File: src/rtl/reg_arb_timeout.sv
`default_nettype none
// ============================================================================
// Module   : reg_arb_timeout
// Purpose  : Round-robin arbiter that shares one register-bus target between
//            NoPorts requesters. A per-transaction watchdog aborts a stalled
//            transfer with an error response and releases the bus.
// Ports    : clk_i, rst_i        - clock, async active-high reset
//            in_req_i / in_rsp_o - requester-side register bus (NoPorts)
//            out_req_o/out_rsp_i - shared target register bus
//            grant_idx_o         - current grant (meaningful while busy_o)
//            busy_o              - a transaction is in flight
//            timeout_o           - one-cycle pulse on a watchdog abort
//            timeout_count_o     - saturating count of aborts since reset
// Revision : 1.0 - initial release
// ============================================================================

package reg_arb_timeout_pkg;

  typedef struct packed {
    logic [31:0] addr;
    logic        write;
    logic [31:0] wdata;
    logic [3:0]  wstrb;
    logic        valid;
  } req_t;

  typedef struct packed {
    logic [31:0] rdata;
    logic        error;
    logic        ready;
  } rsp_t;

endpackage

module reg_arb_timeout #(
  parameter int unsigned NoPorts       = 4,
  parameter int unsigned AW            = 32,
  parameter int unsigned DW            = 32,
  parameter int unsigned TimeoutCycles = 256,
  parameter type         req_t         = reg_arb_timeout_pkg::req_t,
  parameter type         rsp_t         = reg_arb_timeout_pkg::rsp_t
) (
  input  logic                                           clk_i,
  input  logic                                           rst_i,
  input  req_t [NoPorts-1:0]                             in_req_i,
  output rsp_t [NoPorts-1:0]                             in_rsp_o,
  output req_t                                           out_req_o,
  input  rsp_t                                           out_rsp_i,
  output logic [((NoPorts > 1) ? $clog2(NoPorts) : 1)-1:0] grant_idx_o,
  output logic                                           busy_o,
  output logic                                           timeout_o,
  output logic [15:0]                                    timeout_count_o
);

  localparam int unsigned c_GNT_W = (NoPorts > 1) ? $clog2(NoPorts) : 1;
  localparam int unsigned c_WD_W  = (TimeoutCycles > 0) ? $clog2(TimeoutCycles + 1) : 1;

  localparam logic [c_GNT_W-1:0] c_LAST_PORT = c_GNT_W'(NoPorts - 1);
  localparam logic [c_WD_W-1:0]  c_WD_LIMIT  = c_WD_W'(TimeoutCycles);

  localparam req_t c_REQ_IDLE = '{
    addr:  {AW{1'b0}},
    write: 1'b0,
    wdata: {DW{1'b0}},
    wstrb: {(DW/8){1'b0}},
    valid: 1'b0
  };
  localparam rsp_t c_RSP_IDLE  = '{rdata: {DW{1'b0}}, error: 1'b0, ready: 1'b0};
  localparam rsp_t c_RSP_ABORT = '{rdata: {DW{1'b0}}, error: 1'b1, ready: 1'b1};

  typedef enum logic [0:0] {
    ST_IDLE = 1'b0,
    ST_BUSY = 1'b1
  } state_e;

  state_e               state_q,         state_d;
  logic [c_GNT_W-1:0]   rr_ptr_q,        rr_ptr_d;
  logic [c_GNT_W-1:0]   grant_q,         grant_d;
  logic [c_WD_W-1:0]    wd_cnt_q,        wd_cnt_d;
  logic [15:0]          timeout_cnt_q,   timeout_cnt_d;

  logic                 w_pick_found;
  logic [c_GNT_W-1:0]   w_pick_idx;
  req_t                 w_gnt_req;
  logic                 w_gnt_valid;
  logic                 w_wd_expired;
  logic                 w_timeout;
  logic [c_GNT_W-1:0]   w_next_ptr;

  // Round-robin pick. The first pass finds the lowest valid index overall
  // (the wrap-around candidate); the second pass overrides it with the lowest
  // valid index at or above rr_ptr_q, which has priority when it exists.
  always_comb begin
    w_pick_found = 1'b0;
    w_pick_idx   = '0;
    for (int k = int'(NoPorts) - 1; k >= 0; k--) begin
      if (in_req_i[k].valid) begin
        w_pick_found = 1'b1;
        w_pick_idx   = c_GNT_W'(k);
      end
    end
    for (int k = int'(NoPorts) - 1; k >= 0; k--) begin
      if (in_req_i[k].valid && (c_GNT_W'(k) >= rr_ptr_q)) begin
        w_pick_idx = c_GNT_W'(k);
      end
    end
  end

  assign w_gnt_req    = in_req_i[grant_q];
  assign w_gnt_valid  = w_gnt_req.valid;
  assign w_next_ptr   = (grant_q == c_LAST_PORT) ? '0 : grant_q + c_GNT_W'(1);

  // A target that answers in the expiry cycle still wins over the watchdog.
  assign w_wd_expired = (TimeoutCycles != 0) && (wd_cnt_q == c_WD_LIMIT);
  assign w_timeout    = (state_q == ST_BUSY) && w_gnt_valid &&
                        !out_rsp_i.ready && w_wd_expired;

  always_comb begin
    state_d       = state_q;
    rr_ptr_d      = rr_ptr_q;
    grant_d       = grant_q;
    wd_cnt_d      = wd_cnt_q;
    timeout_cnt_d = timeout_cnt_q;
    case (state_q)
      ST_IDLE: begin
        if (w_pick_found) begin
          grant_d  = w_pick_idx;
          wd_cnt_d = '0;
          state_d  = ST_BUSY;
        end
      end
      ST_BUSY: begin
        // Completion, abort and a requester withdrawing valid all release
        // the bus and advance the pointer past the granted port.
        if (!w_gnt_valid || out_rsp_i.ready || w_timeout) begin
          state_d  = ST_IDLE;
          rr_ptr_d = w_next_ptr;
        end else if (TimeoutCycles != 0) begin
          wd_cnt_d = wd_cnt_q + c_WD_W'(1);
        end
        if (w_timeout && (timeout_cnt_q != 16'hFFFF)) begin
          timeout_cnt_d = timeout_cnt_q + 16'd1;
        end
      end
      default: begin
        state_d = ST_IDLE;
      end
    endcase
  end

  always_ff @(posedge clk_i or posedge rst_i) begin
    if (rst_i) begin
      state_q       <= ST_IDLE;
      rr_ptr_q      <= '0;
      grant_q       <= '0;
      wd_cnt_q      <= '0;
      timeout_cnt_q <= '0;
    end else begin
      state_q       <= state_d;
      rr_ptr_q      <= rr_ptr_d;
      grant_q       <= grant_d;
      wd_cnt_q      <= wd_cnt_d;
      timeout_cnt_q <= timeout_cnt_d;
    end
  end

  // Bus steering is combinational so a zero-wait target completes in the
  // first BUSY cycle.
  always_comb begin
    out_req_o = c_REQ_IDLE;
    timeout_o = 1'b0;
    for (int p = 0; p < int'(NoPorts); p++) begin
      in_rsp_o[p] = c_RSP_IDLE;
    end
    if (state_q == ST_BUSY) begin
      if (w_timeout) begin
        in_rsp_o[grant_q] = c_RSP_ABORT;
        timeout_o         = 1'b1;
      end else begin
        out_req_o = w_gnt_req;
        if (w_gnt_valid) begin
          in_rsp_o[grant_q] = out_rsp_i;
        end
      end
    end
  end

  assign grant_idx_o     = grant_q;
  assign busy_o          = (state_q == ST_BUSY);
  assign timeout_count_o = timeout_cnt_q;

endmodule

`default_nettype wire

File: config.mk
export PLATFORM = sky130hd
export DESIGN_NAME = reg_arb_timeout
export DESIGN_NICKNAME = d
export VERILOG_FILES = /design/src/rtl/reg_arb_timeout.sv
export SDC_FILE = /design/constraint.sdc
export NUM_CORES = 1
export LEC_CHECK = 0
export ABC_AREA = 1
export CORE_AREA = 3 3 209 211
export CTS_CLUSTER_DIAMETER = 120
export DETAILED_ROUTE_END_ITERATION = 10
export DIE_AREA = 0 0 212 214
export GPL_TIMING_DRIVEN = 0
export PLACE_DENSITY = 0.5
export SLEW_MARGIN = 25
export SYNTH_ARGS = -nofsm -noshare
export SYNTH_HDL_FRONTEND = slang
export SYNTH_SLANG_ARGS = --single-unit
File: constraint.sdc
create_clock -name clk_i -period 2.3 [get_ports clk_i]
set_input_delay 0.345 -clock clk_i [delete_from_list [all_inputs] [get_ports clk_i]]
set_output_delay 0.345 -clock clk_i [all_outputs]
set_load 0.05 [all_outputs]
==> impl_metrics.ini <==
[run_status]
status = complete, but fails checks
violations = setup timing

[pwr]
ir_drop_v = 0.0006416
p_per_area_mw_per_mm2 = 1265
leakage_nw = 6.945
p_total_mw = 22.84

[sta]
fmax_mhz = 391.3
clock_skew_ps = 4.990
finalCritPeriodShare = 1.111
max_slew_margin = 0.5535
worstMarginPinSlew_ps = 668.8
period_minus_slack_ps = 2556
slew_violations = 0
grt_setup_unrepaired = yes
hold_viol = 0
hold_slack_ps = 489.2
fin_tns_setup_ps = -28760
setup_violations = 205
fin_ws_ps = -255.8

[synth]
ys_types = 32
synth_area_mm2 = 0.006586
seq_area_frac_synth = 0.1140
async_flop_share = 1.000
ys_seq_elements = 30
yosysTopAreaCellShare = 0.2473
ys_warn_count = 0
synth.most_common_cell = nor2_1
synth_edf_count = 0
synth_top_flop_cell = dfrtp_1
synth_area_per_cell_um2 = 4.948
synth_common_cells = nor2_1, nand2_1, o21ai_0, nor3_1, a21oi_1
synth_cells = 1331
synth_nets = 1654
synth_area_leaders = nor2_1, nand2_1, dfrtp_1, o21ai_0, nor3_1
synth_top_area_cell = nor2_1

[cells_and_area]
nFillCells = 4202
fin_area_mm2 = 0.01806
area_delta_synth_final_pct = 174.2
drive_gt1_frac = 0.4244
nets = 2266

[setup_path]
crit_required_ps = 1960
critPathMaxFanout = 10
cp-start-kind = register
cp_num_buf_inv = 5
crit_path_end_kind = output pin
cp_top_family = buffers and inverters
worstSetupPathType = register to output pin
slowest_stage = o21ai_1
worst_path_largest_cell_delay_ps = 480
cp.arrival_ps = 2210
path_cells = buf_8 > clkinv_8 > bufbuf_16 > clkbuf_2 > o21ai_1 > a21oi_2 > buf_4

[clock_tree]
clk_latency_ps = 280
cts_num_sinks = 30
cts_max_level = 2
clkTransAtPathRegs_ps = 50
clock-root-buffer = clkbuf_16
cts_max_path_buffers = 2
cts_hold_buffers = 0
cts_made_buffers = 5
cts_tree = built

[placed_design]
port_buffers = 541
place_ws_ps = -1360
dp_hpwl_mm = 42.18
finalWeightedCongestion = 0.9211
place_area_mm2 = 0.01386

[global_route]
grt_pass1_wl_mm = 72.98
grt_use_total = 0.2117
antenna_found_initial = 9
grt_max_degree = 31
grt_pass1_vias = 11120
grt_overflow_total = 0

[floorplanning]
die_x_um = 212
die_h_um = 214
fp.coreArea_mm2 = 0.04195
die_area_mm2 = 0.04537
rows = 75
start_util = 0.1570
io_pins = 542

[detailed_routing]
vias_per_cell = 4.535
routed.top_layer = met5
wl_met2_mm = 27.90
wl_met3_mm = 3.377
route.detailed.drc = 0
wl_met1_mm = 19.54
drt_pass1_iterations = 5
drt_wl_total_mm = 52.38
vias = 11290
wire_per_inst_um = 21.04
ant_nets = 0
drt-initial-drc-count = 587

[min_path]
hold_path.class = input pin to asynchronous set/reset pin

[flow_run]
max-cap-violations = 0
-- per-layer routing --
layer  GRT usage  up-vias
li1            -     5524
met1      0.2361     5263
met2      0.4048      426
met3     0.04262       71
met4     0.05269        4
met5           0        -
-- cell usage in the layout (no fill, tap or decap), types with 28 or more instances in the layout --
cell	Yosys	final
nor3_4	0	61
a21oi_4	0	55
nor3_2	0	43
buf_8	0	134
nor2_2	7	36
inv_1	66	61
buf_4	9	56
nor3_1	132	28
nor2_4	1	113
dfrtp_1	30	28
nand2_1	237	154
clkdlybuf4s50_1	0	334
buf_6	17	87
nand2_4	1	34
nor2_1	434	293
nand2_2	4	52
o21ai_0	139	97
nand3_1	46	45
o21ai_1	5	36
-- cell families after synthesis --
group                    synth area share
AND/OR/NAND/NOR                    0.5576
XOR/XNOR                          0.01197
adder cells (fa/ha/maj)           0.01330
flip-flops                         0.1140
AO/OA/AOI/OAI                      0.1658
buffers and inverters              0.1373
-- through the flow --
step | utilization | cells
finish | 0.4305 | 2489
global route | 0.4304 | 2487
detailed placement | 0.3305 | 2411
CTS | 0.3770 | 2460
global placement | 0.3304 | 2411
floorplan | - | 1331
-- power by group --
group	internal (mW)	leakage [nW]	switching [mW]	total (mW)
Clock	0.429	0.0739	0.239	0.668
Sequential	0.593	0.407	0.0612	0.654
Combinational	8.10	6.46	13.4	21.5
-- what timing repair did --
item / 4_1_cts / 5_1_grt
pin swaps: 55 / 105
hold endpoints to repair: 0 / 0
cloned: 14 / 11
setup endpoints to repair: 207 / 207
resized for setup: 1663 / 552
setup buffers: 28 / 16
-- flip-flops by register name (all words and copies together) (netlist names) --
name and flops:
busy_o 1, grant_idx_o 2, rr_ptr_q 2, timeout_count_o 16, wd_cnt_q 9
-- final timing paths --
path	start	to	slack (ps)	cells after the start
worst max register to register	grant_idx_o[0]$_DFFE_PP0P_	timeout_count_o[8]$_DFFE_PP0P_	420	13
worst min register to register	rr_ptr_q[0]$_DFFE_PP0P_	rr_ptr_q[0]$_DFFE_PP0P_	530	2
max in group asynchronous	rst_i	grant_idx_o[0]$_DFFE_PP0P_	1330	2
worst min-delay path	rst_i	timeout_count_o[9]$_DFFE_PP0P_	490	2
min in group clk_i	rr_ptr_q[0]$_DFFE_PP0P_	rr_ptr_q[0]$_DFFE_PP0P_	530	2
worst max-delay path	grant_idx_o[0]$_DFFE_PP0P_	out_req_o[8]	-260	7
-- area by class of cell --
| type | instances | area (um^2) | share of cell area |
|---|---|---|---|
| Sequential cell | 30 | 753.2 | 0.04171 |
| Tap cell | 539 | 674.4 | 0.03734 |
| Inverter | 73 | 327.8 | 0.01815 |
| Clock buffer | 7 | 142.6 | 0.007899 |
| Multi-Input combinational cell | 1114 | 7943 | 0.4398 |
| Buffer | 111 | 1181 | 0.06541 |
| Antenna cell | 6 | 15.01 | 0.0008314 |
| Clock inverter | 1 | 5.005 | 0.0002771 |
| Timing Repair Buffer | 608 | 7017 | 0.3886 |
Power figures use the tool's default switching activity.
